[src/rtl/vcache_req_arbiter.sv]
// rtl/vcache_req_arbiter.sv - round-robin request arbiter sharing one vcache port, in-order response routing (optional stats: VCACHE_ARB_STATS_EN)
module vcache_req_arbiter #(
    parameter int num_req_p    = 4,
    parameter int addr_width_p = 32,
    parameter int data_width_p = 32,
    parameter int pkt_width_p  = 70,
    parameter int track_els_p  = 4
) (
    input  logic                           clk_i,
    input  logic                           reset_i,

    input  logic [num_req_p-1:0]           req_v_i,
    input  logic [num_req_p*pkt_width_p-1:0] req_pkt_i,
    output logic [num_req_p-1:0]           req_ready_o,

    output logic [num_req_p-1:0]           resp_v_o,
    output logic [data_width_p-1:0]        resp_data_o,
    input  logic [num_req_p-1:0]           resp_yumi_i,

    output logic                           cache_v_o,
    output logic [pkt_width_p-1:0]         cache_pkt_o,
    input  logic                           cache_ready_i,

    input  logic                           cache_v_i,
    input  logic [data_width_p-1:0]        cache_data_i,
    output logic                           cache_yumi_o,

    input  logic                           print_stat_v_i
);

    localparam int id_w  = (num_req_p > 1) ? $clog2(num_req_p) : 1;
    localparam int cnt_w = $clog2(track_els_p + 1);
    localparam int ptr_w = (track_els_p > 1) ? $clog2(track_els_p) : 1;

    // A packed cache packet must at least hold its address and data fields.
    if (pkt_width_p < addr_width_p + data_width_p) begin : g_bad_pkt_width
        $error("pkt_width_p too small for addr_width_p + data_width_p");
    end

    // Round-robin priority pointer and tracking FIFO state.
    logic [id_w-1:0]  prio_ptr;
    logic [id_w-1:0]  fifo_mem [track_els_p];
    logic [ptr_w-1:0] wr_ptr;
    logic [ptr_w-1:0] rd_ptr;
    logic [cnt_w-1:0] count;

    logic             full;
    logic             not_empty;
    logic             found;
    logic [id_w-1:0]  winner;
    logic [id_w-1:0]  head;
    logic             grant_ok;
    logic             push;
    logic             resp_fire;
    logic             pop;

    assign full      = (count == cnt_w'(track_els_p));
    assign not_empty = (count != '0);
    assign head      = fifo_mem[rd_ptr];

    // Scan requesters starting at the priority pointer, wrapping modulo num_req_p.
    always_comb begin
        found  = 1'b0;
        winner = '0;
        for (int k = 0; k < num_req_p; k++) begin
            if (!found && req_v_i[(int'(prio_ptr) + k) % num_req_p]) begin
                found  = 1'b1;
                winner = id_w'((int'(prio_ptr) + k) % num_req_p);
            end
        end
    end

    // Request side: forward the winner's packet and grant it when the vcache accepts.
    // Outputs are held low while reset is asserted so nothing leaks out before state is valid.
    always_comb begin
        cache_v_o   = found & ~full & ~reset_i;
        grant_ok    = cache_ready_i & ~full & ~reset_i;
        cache_pkt_o = '0;
        req_ready_o = '0;
        if (found) begin
            cache_pkt_o = req_pkt_i[int'(winner)*pkt_width_p +: pkt_width_p];
            if (grant_ok) begin
                req_ready_o = num_req_p'(1) << winner;
            end
        end
    end

    assign push = cache_v_o & cache_ready_i;

    // Response side: only the requester at the FIFO head sees the response; other yumi bits are ignored.
    always_comb begin
        resp_fire    = cache_v_i & not_empty & ~reset_i;
        resp_v_o     = '0;
        cache_yumi_o = 1'b0;
        if (resp_fire) begin
            resp_v_o     = num_req_p'(1) << head;
            cache_yumi_o = resp_yumi_i[head];
        end
    end

    assign pop         = cache_yumi_o;
    assign resp_data_o = cache_data_i;

    // Pointer, FIFO pointers and occupancy only move on a handshake; push is already blocked when full.
    always_ff @(posedge clk_i) begin
        if (reset_i) begin
            prio_ptr <= '0;
            wr_ptr   <= '0;
            rd_ptr   <= '0;
            count    <= '0;
        end else begin
            if (push) begin
                prio_ptr <= (winner == id_w'(num_req_p - 1)) ? '0 : winner + 1'b1;
                wr_ptr   <= (wr_ptr == ptr_w'(track_els_p - 1)) ? '0 : wr_ptr + 1'b1;
            end
            if (pop) begin
                rd_ptr <= (rd_ptr == ptr_w'(track_els_p - 1)) ? '0 : rd_ptr + 1'b1;
            end
            case ({push, pop})
                2'b10:   count <= count + 1'b1;
                2'b01:   count <= count - 1'b1;
                default: count <= count;
            endcase
        end
    end

    // Tracking FIFO storage; contents are only meaningful below count, so no reset is needed.
    always_ff @(posedge clk_i) begin
        if (push) begin
            fifo_mem[wr_ptr] <= winner;
        end
    end

    // A vcache response with nothing outstanding means the vcache and arbiter are out of sync.
    a_no_orphan_resp: assert property (@(posedge clk_i) disable iff (reset_i)
        !(cache_v_i && (count == '0)));

`ifdef VCACHE_ARB_STATS_EN
    logic [31:0] grant_ct [num_req_p];
    logic [31:0] stall_ct [num_req_p];

    // Saturating per-requester grant and stall counters.
    always_ff @(posedge clk_i) begin
        for (int i = 0; i < num_req_p; i++) begin
            if (reset_i) begin
                grant_ct[i] <= '0;
                stall_ct[i] <= '0;
            end else begin
                if (push && (winner == id_w'(i)) && (grant_ct[i] != 32'hFFFF_FFFF)) begin
                    grant_ct[i] <= grant_ct[i] + 32'd1;
                end
                if (req_v_i[i] && !req_ready_o[i] && (stall_ct[i] != 32'hFFFF_FFFF)) begin
                    stall_ct[i] <= stall_ct[i] + 32'd1;
                end
            end
        end
    end

    // Dump the counters away from the active edge so they reflect settled values.
    always @(negedge clk_i) begin
        if (!reset_i && print_stat_v_i) begin
            for (int i = 0; i < num_req_p; i++) begin
                $display("[BSG_INFO][VCACHE_ARB] %m req=%0d grant=%0d stall=%0d",
                         i, grant_ct[i], stall_ct[i]);
            end
        end
    end
`else
    logic unused_print_stat;
    assign unused_print_stat = print_stat_v_i;
`endif

endmodule

[config.mk]
export PLATFORM = sky130hd
export DESIGN_NAME = vcache_req_arbiter
export DESIGN_NICKNAME = d
export VERILOG_FILES = /design/src/rtl/vcache_req_arbiter.sv
export SDC_FILE = /design/constraint.sdc
export NUM_CORES = 1
export LEC_CHECK = 0
export ABC_AREA = 1
export CAP_MARGIN = 15
export CORE_AREA = 5 5 165 167
export CTS_CLUSTER_SIZE = 20
export DETAILED_ROUTE_END_ITERATION = 10
export DIE_AREA = 0 0 170 172
export GPL_ROUTABILITY_DRIVEN = 0
export SYNTH_ARGS = -nofsm -noshare
export SYNTH_HDL_FRONTEND = slang
export SYNTH_SLANG_ARGS = --single-unit
[constraint.sdc]
create_clock -name clk_i -period 8 [get_ports clk_i]
set_clock_uncertainty 0.15 [all_clocks]
set_input_delay 0.8 -clock clk_i [delete_from_list [all_inputs] [get_ports clk_i]]
set_output_delay 0.8 -clock clk_i [all_outputs]
set_load 0.05 [all_outputs]
==> impl_metrics.yaml, run 1 <==
grt:
  grtUsageTotal_pct: 16.03
  grt_max_degree: 75
  grt-ovfl-total: 0
  grt_pass1_wl_mm: 38.52
  grt_pass1_vias: 7042
  antenna_found_initial: 1
sta:
  grt_setup_unrepaired: "false"
  period_share_pct: 78.11
  hold_viol: 0
  drv_slew: 0
  setup_tns_ns: 0
  finalWorstSetupSlack_ns: 1.751
  worst_slew_pin_slew_ns: 1.014
  post-route-min-period_ns: 6.249
  setup_viol: 0
  fmax_mhz: 160.0
  maxSlewHeadroom_pct: 32.38
logic_synthesis:
  synth-warning-count: 0
  postSynthAreaPerCell_um2: 5.159
  synth_nets: 1400
  async_flop_share_pct: 0
  yosysSeqAreaShare_pct: 8.388
  synth_enable_flop_cells: 8
  synth_flop_cell: "dfxtp_1"
  synthCells: 1064
  ys_seq_elements: 19
  netlist_area_um2: 5489
  yosysUniqueCellTypes: 27
power:
  p_sw_mw: 1.715
  p_clk_share_pct: 3.7
  pwr-share-seq_pct: 4.6
  power.internal_mw: 0.9748
  pwr_density_cell_nw_per_um2: 296.2
  swShare_pct: 63.76
  ir_worst_vdd_uv: 317.3
  pwr-share-comb_pct: 91.7
  p_leak_nw: 4.657
routing:
  vias: 7639
  drt-initial-drc-count: 494
  via_per_inst: 4.577
  first_pass_iters: 5
  totalWireLength_mm: 25.99
  routedWlPerCell_um: 15.57
  antenna_left: 0
  drc: 0
clock_network:
  insertion_delay_ns: 0.24
  numClockSinks: 19
  tritoncts: "built"
  post_cts_buffers: 0
  cts_hold_buf: 0
  clock_path_buffers: 2
  ctsResizeCount: 0
  clk_pin_slew_ns: 0.05
  ctsRootBufferMaster: "clkbuf_16"
  numCtsBuffers: 3
  htree_levels: 1
final_layout:
  mostFrequentLayoutCell: "clkdlybuf4s50_1"
  area_growth_pct: 65.47
  multi_input_area_um2: 3181
  drive_above_1_share_pct: 1.875
  final_cell_mix: "clkdlybuf4s50_1, inv_1, nand2_1"
  seqCellArea_um2: 460.4
  fin_nets: 1670
  finalNonFillerCells: 1669
  utilization_pct: 35.46
  fillers: 2868
floorplanning:
  io_pins: 437
  start_util_pct: 21.43
  die-area_um2: 29240
  fp.coreArea_um2: 25620
  row_count: 59
  die_h_um: 172
  dieWidth_um: 170
critical_path:
  crit_arrival_ns: 5.30
  cp-end-kind: "primary output"
  r2r_end: "prio_ptr[1]$_SDFFE_PP0P_"
  critical_path_required_ns: 7.05
  critPathKind: "primary input to primary output"
  cp_max_fo: 72
  reg2reg_depth: 13
  start_kind: "primary input"
  crit_start: "req_v_i[3]"
  r2r_slack_ns: 3.45
  crit_end: "req_ready_o[3]"
  r2r_start: "prio_ptr[0]$_SDFFE_PP0P_"
worst_hold_path:
  hp-class: "register to register"
job:
  cap_violations: 0
placed_design:
  portBuffers: 371
  dp_slack_ns: 1.828
  dp.cells: 1664
  dp_hpwl_mm: 18.75
run_status:
  status: "complete, no violations"
[how the worst min path moves through the flow]
stage                                        to  cells past startpoint             startpoint  slack [ns]
after floorplan           count[2]$_SDFFE_PP0P_                      1  count[2]$_SDFFE_PP0P_        0.28
after global routing      count[2]$_SDFFE_PP0P_                      1  count[2]$_SDFFE_PP0P_        0.36
after global placement    count[2]$_SDFFE_PP0P_                      1  count[2]$_SDFFE_PP0P_        0.31
final                     count[2]$_SDFFE_PP0P_                      1  count[2]$_SDFFE_PP0P_        0.35
after CTS                 count[2]$_SDFFE_PP0P_                      1  count[2]$_SDFFE_PP0P_        0.35
after detailed placement  count[2]$_SDFFE_PP0P_                      1  count[2]$_SDFFE_PP0P_        0.34
[per-stage QoR]
step           hold slack (ns)  area, um^2  power, mW
2_1_floorplan           0.2804        5489      1.849
3_3_place_gp            0.3052        9001      2.603
3_5_place_dp            0.3399        9001      2.607
4_1_cts                 0.3492        9080      2.717
5_1_grt                 0.3597        9082      2.867
6_report                0.3502        9082      2.690
[layout make-up]
type	instances	area share, %
Antenna cell	1	0.02755
Clock buffer	4	0.8679
Inverter	309	12.77
Multi-Input combinational cell	621	35.02
Sequential cell	19	5.070
Tap cell	335	4.615
Timing Repair Buffer	380	41.63
[synth_stat cells, types with 10 or more instances]
master,n,area (um^2)
a21oi_1,79,395.4
buf_2,39,195.2
buf_4,34,255.2
buf_6,14,157.7
clkbuf_1,28,105.1
dfxtp_1,11,220.2
ha_1,10,125.1
inv_1,304,1141
nand2_1,195,732.0
nand3_1,148,740.7
nand4_1,141,882.1
nor2_1,18,67.56
o21ai_0,12,60.06
[worst max-delay path, cell delays in order]
cell and delay, ns:
clkdlybuf4s50_1 0.43, inv_1 0.08, nand2_1 0.07, nand3_1 0.14, nand2_2 0.10, nor2_4 0.17
nand3_4 0.68, nand3_4 0.57, buf_4 0.63, inv_1 0.29, ha_1 0.31, nand2_1 0.09
inv_1 0.05, clkdlybuf4s50_1 0.69
[cells by family (layout without fill, tap and decap cells)]
logic type	count (synthesis)	count (layout)	share of synthesized area [%]
buf+inv	424	693	34.12
compound gates	95	95	8.822
simple gates	515	515	46.02
other cells	0	1	0
flops	19	19	8.388
fa+ha+maj	11	11	2.644
[power by group through the flow]
| stage | sequential [mW] | clock [mW] | combinational, mW |
|---|---|---|---|
| 2_1_floorplan | 0.121 | 0 | 1.73 |
| 3_3_place_gp | 0.125 | 0 | 2.48 |
| 3_5_place_dp | 0.125 | 0 | 2.48 |
| 4_1_cts | 0.123 | 0.102 | 2.49 |
| 5_1_grt | 0.125 | 0.107 | 2.64 |
| 6_report | 0.123 | 0.0994 | 2.47 |
[routing by layer]
metal	part of all wire, %	vias up	track usage, %
met5	0	-	0
met4	2.2	0	3.785
met3	8.0	40	3.315
met2	49	328	27.26
met1	41	3407	20.92
li1	-	3864	-
Note: power is estimated with default switching activity, not from simulation.
==> inputs of run 2 (changes only) <==
==> constraint.sdc (replaced) <==
create_clock -name clk_i -period 6.5 [get_ports clk_i]
set_clock_uncertainty 0.15 [all_clocks]
set_input_delay 0.65 -clock clk_i [delete_from_list [all_inputs] [get_ports clk_i]]
set_output_delay 0.65 -clock clk_i [all_outputs]
set_load 0.05 [all_outputs]
==> impl_metrics.yaml, run 2 (synthesis gave the netlist of run 1 again) <==
run_status:
  status: "complete, no violations"
floorplanning:
  die_h_um: 172
  die-area_um2: 29240
  dieWidth_um: 170
  start_util_pct: 21.43
  row_count: 59
  fp.coreArea_um2: 25620
  io_pins: 437
critical_path:
  cp_max_fo: 70
  crit_arrival_ns: 4.45
  critical_path_required_ns: 5.70
  critPathTopFamily: "buffers and inverters"
  crit_start: "req_v_i[2]"
  cp_cell_sequence: "clkdlybuf4s50_1 -> inv_1 -> nand2_1 -> nand2_1 -> nand2_1 -> nand2_1 -> nand2_1 -> nand2_1 -> nand2_4 -> buf_4 -> buf_4 -> nand4_1 -> nand3_1 -> a21oi_1 -> clkdlybuf4s50_1"
  start_kind: "primary input"
  r2r_start: "prio_ptr[0]$_SDFFE_PP0P_"
  slowest_delay_ns: 0.73
  cp_num_buf_inv: 5
  cp_common_cell: "nand2_1"
  critPathKind: "primary input to primary output"
  cp-end-kind: "primary output"
  crit_path_top_delay_cell: "clkdlybuf4s50_1"
grt:
  grt_pass1_vias: 7012
  grt-ovfl-total: 0
  grt_pass1_wl_mm: 38.52
  grtUsageTotal_pct: 16.07
  grt_max_degree: 123
  antenna_found_initial: 0
clock_network:
  numClockSinks: 19
  insertion_delay_ns: 0.25
  ctsResizeCount: 0
  tritoncts: "built"
  htree_levels: 1
  clk_pin_slew_ns: 0.05
  clock_path_buffers: 2
  ctsRootBufferMaster: "clkbuf_16"
  post_cts_buffers: 0
  numCtsBuffers: 3
  cts_hold_buf: 0
sta:
  finalWorstSetupSlack_ns: 1.250
  drv_slew: 0
  maxSlewHeadroom_pct: 23.75
  fmax_mhz: 190.5
  period_share_pct: 80.76
  post-route-min-period_ns: 5.250
  setup_tns_ns: 0
  worst_slew_pin_slew_ns: 1.129
  setup_viol: 0
  grt_setup_unrepaired: "false"
  hold_viol: 0
final_layout:
  area_growth_pct: 66.95
  antenna_cells: 0
  fin_nets: 1676
  mostFrequentLayoutCell: "clkdlybuf4s50_1"
  final_cell_mix: "clkdlybuf4s50_1, inv_1, nand2_1"
  post-route-cell-area_um2: 9164
  drive_above_1_share_pct: 2.390
  fillers: 2828
power:
  swShare_pct: 63.35
  pwr_density_cell_nw_per_um2: 364.7
  p_sw_mw: 2.117
  ir_worst_vdd_uv: 227.6
  p_clk_share_pct: 3.7
  pwr-share-comb_pct: 91.8
  pwr-share-seq_pct: 4.5
  power.internal_mw: 1.225
  p_leak_nw: 4.703
routing:
  via_per_inst: 4.548
  first_pass_iters: 5
  totalWireLength_mm: 25.98
  drt-initial-drc-count: 519
  vias: 7613
  routedWlPerCell_um: 15.52
  antenna_left: 0
  drc: 0
placed_design:
  dp_hpwl_mm: 19.26
  placed_cell_area_um2: 9084
  portBuffers: 371
  dp_slack_ns: 1.236
worst_hold_path:
  worstHoldStart: "count[2]$_SDFFE_PP0P_"
  hp-class: "register to register"
job:
  cap_violations: 0
-- run 2: worst paths after layout --
| path | endpoint | slack (ns) | depth (start not counted) |
|---|---|---|---|
| worst min-delay path | count[2]$_SDFFE_PP0P_ | 0.34 | 1 |
| worst max register to register | prio_ptr[1]$_SDFFE_PP0P_ | 3.16 | 12 |
| worst min register to register | count[2]$_SDFFE_PP0P_ | 0.34 | 1 |
| worst max-delay path | cache_pkt_o[8] | 1.25 | 15 |
-- run 2: power groups by stage --
stage / combinational, mW / sequential (mW) / clock, mW
after global routing: 3.28 / 0.153 / 0.129
after CTS: 3.10 / 0.151 / 0.126
after detailed placement: 3.08 / 0.154 / 0
after floorplan: 2.13 / 0.149 / 0
final: 3.07 / 0.151 / 0.122
after global placement: 3.08 / 0.154 / 0
-- run 2: final cells by class --
class	instances	area, um^2	area share (%)
multi-input cells	621	3181	34.71
clock inverters	1	5.005	0.05461
inverters	309	1160	12.66
clock buffers	3	75.07	0.8192
flip-flops and latches	19	460.4	5.025
well taps	335	419.2	4.574
repair buffers	386	3864	42.16
-- run 2: routing by layer --
| layer | global-route usage (%) | wire length [um] | vias up |
|---|---|---|---|
| met5 | 0 | 0 | - |
| met4 | 4.549 | 818 | 0 |
| met3 | 3.384 | 2129 | 54 |
| met2 | 27.26 | 12470 | 336 |
| met1 | 20.70 | 10570 | 3338 |
| li1 | - | - | 3885 |
-- run 2: stage by stage --
step	instances	power [mW]	util (%)	hold WS [ns]
floorplan	1064	2.276	-	0.2804
global placement	1670	3.237	35.46	0.3065
detailed placement	1670	3.235	35.46	0.3216
CTS	1674	3.373	35.77	0.3327
global route	1674	3.563	35.77	0.3801
finish	1674	3.342	35.77	0.3426
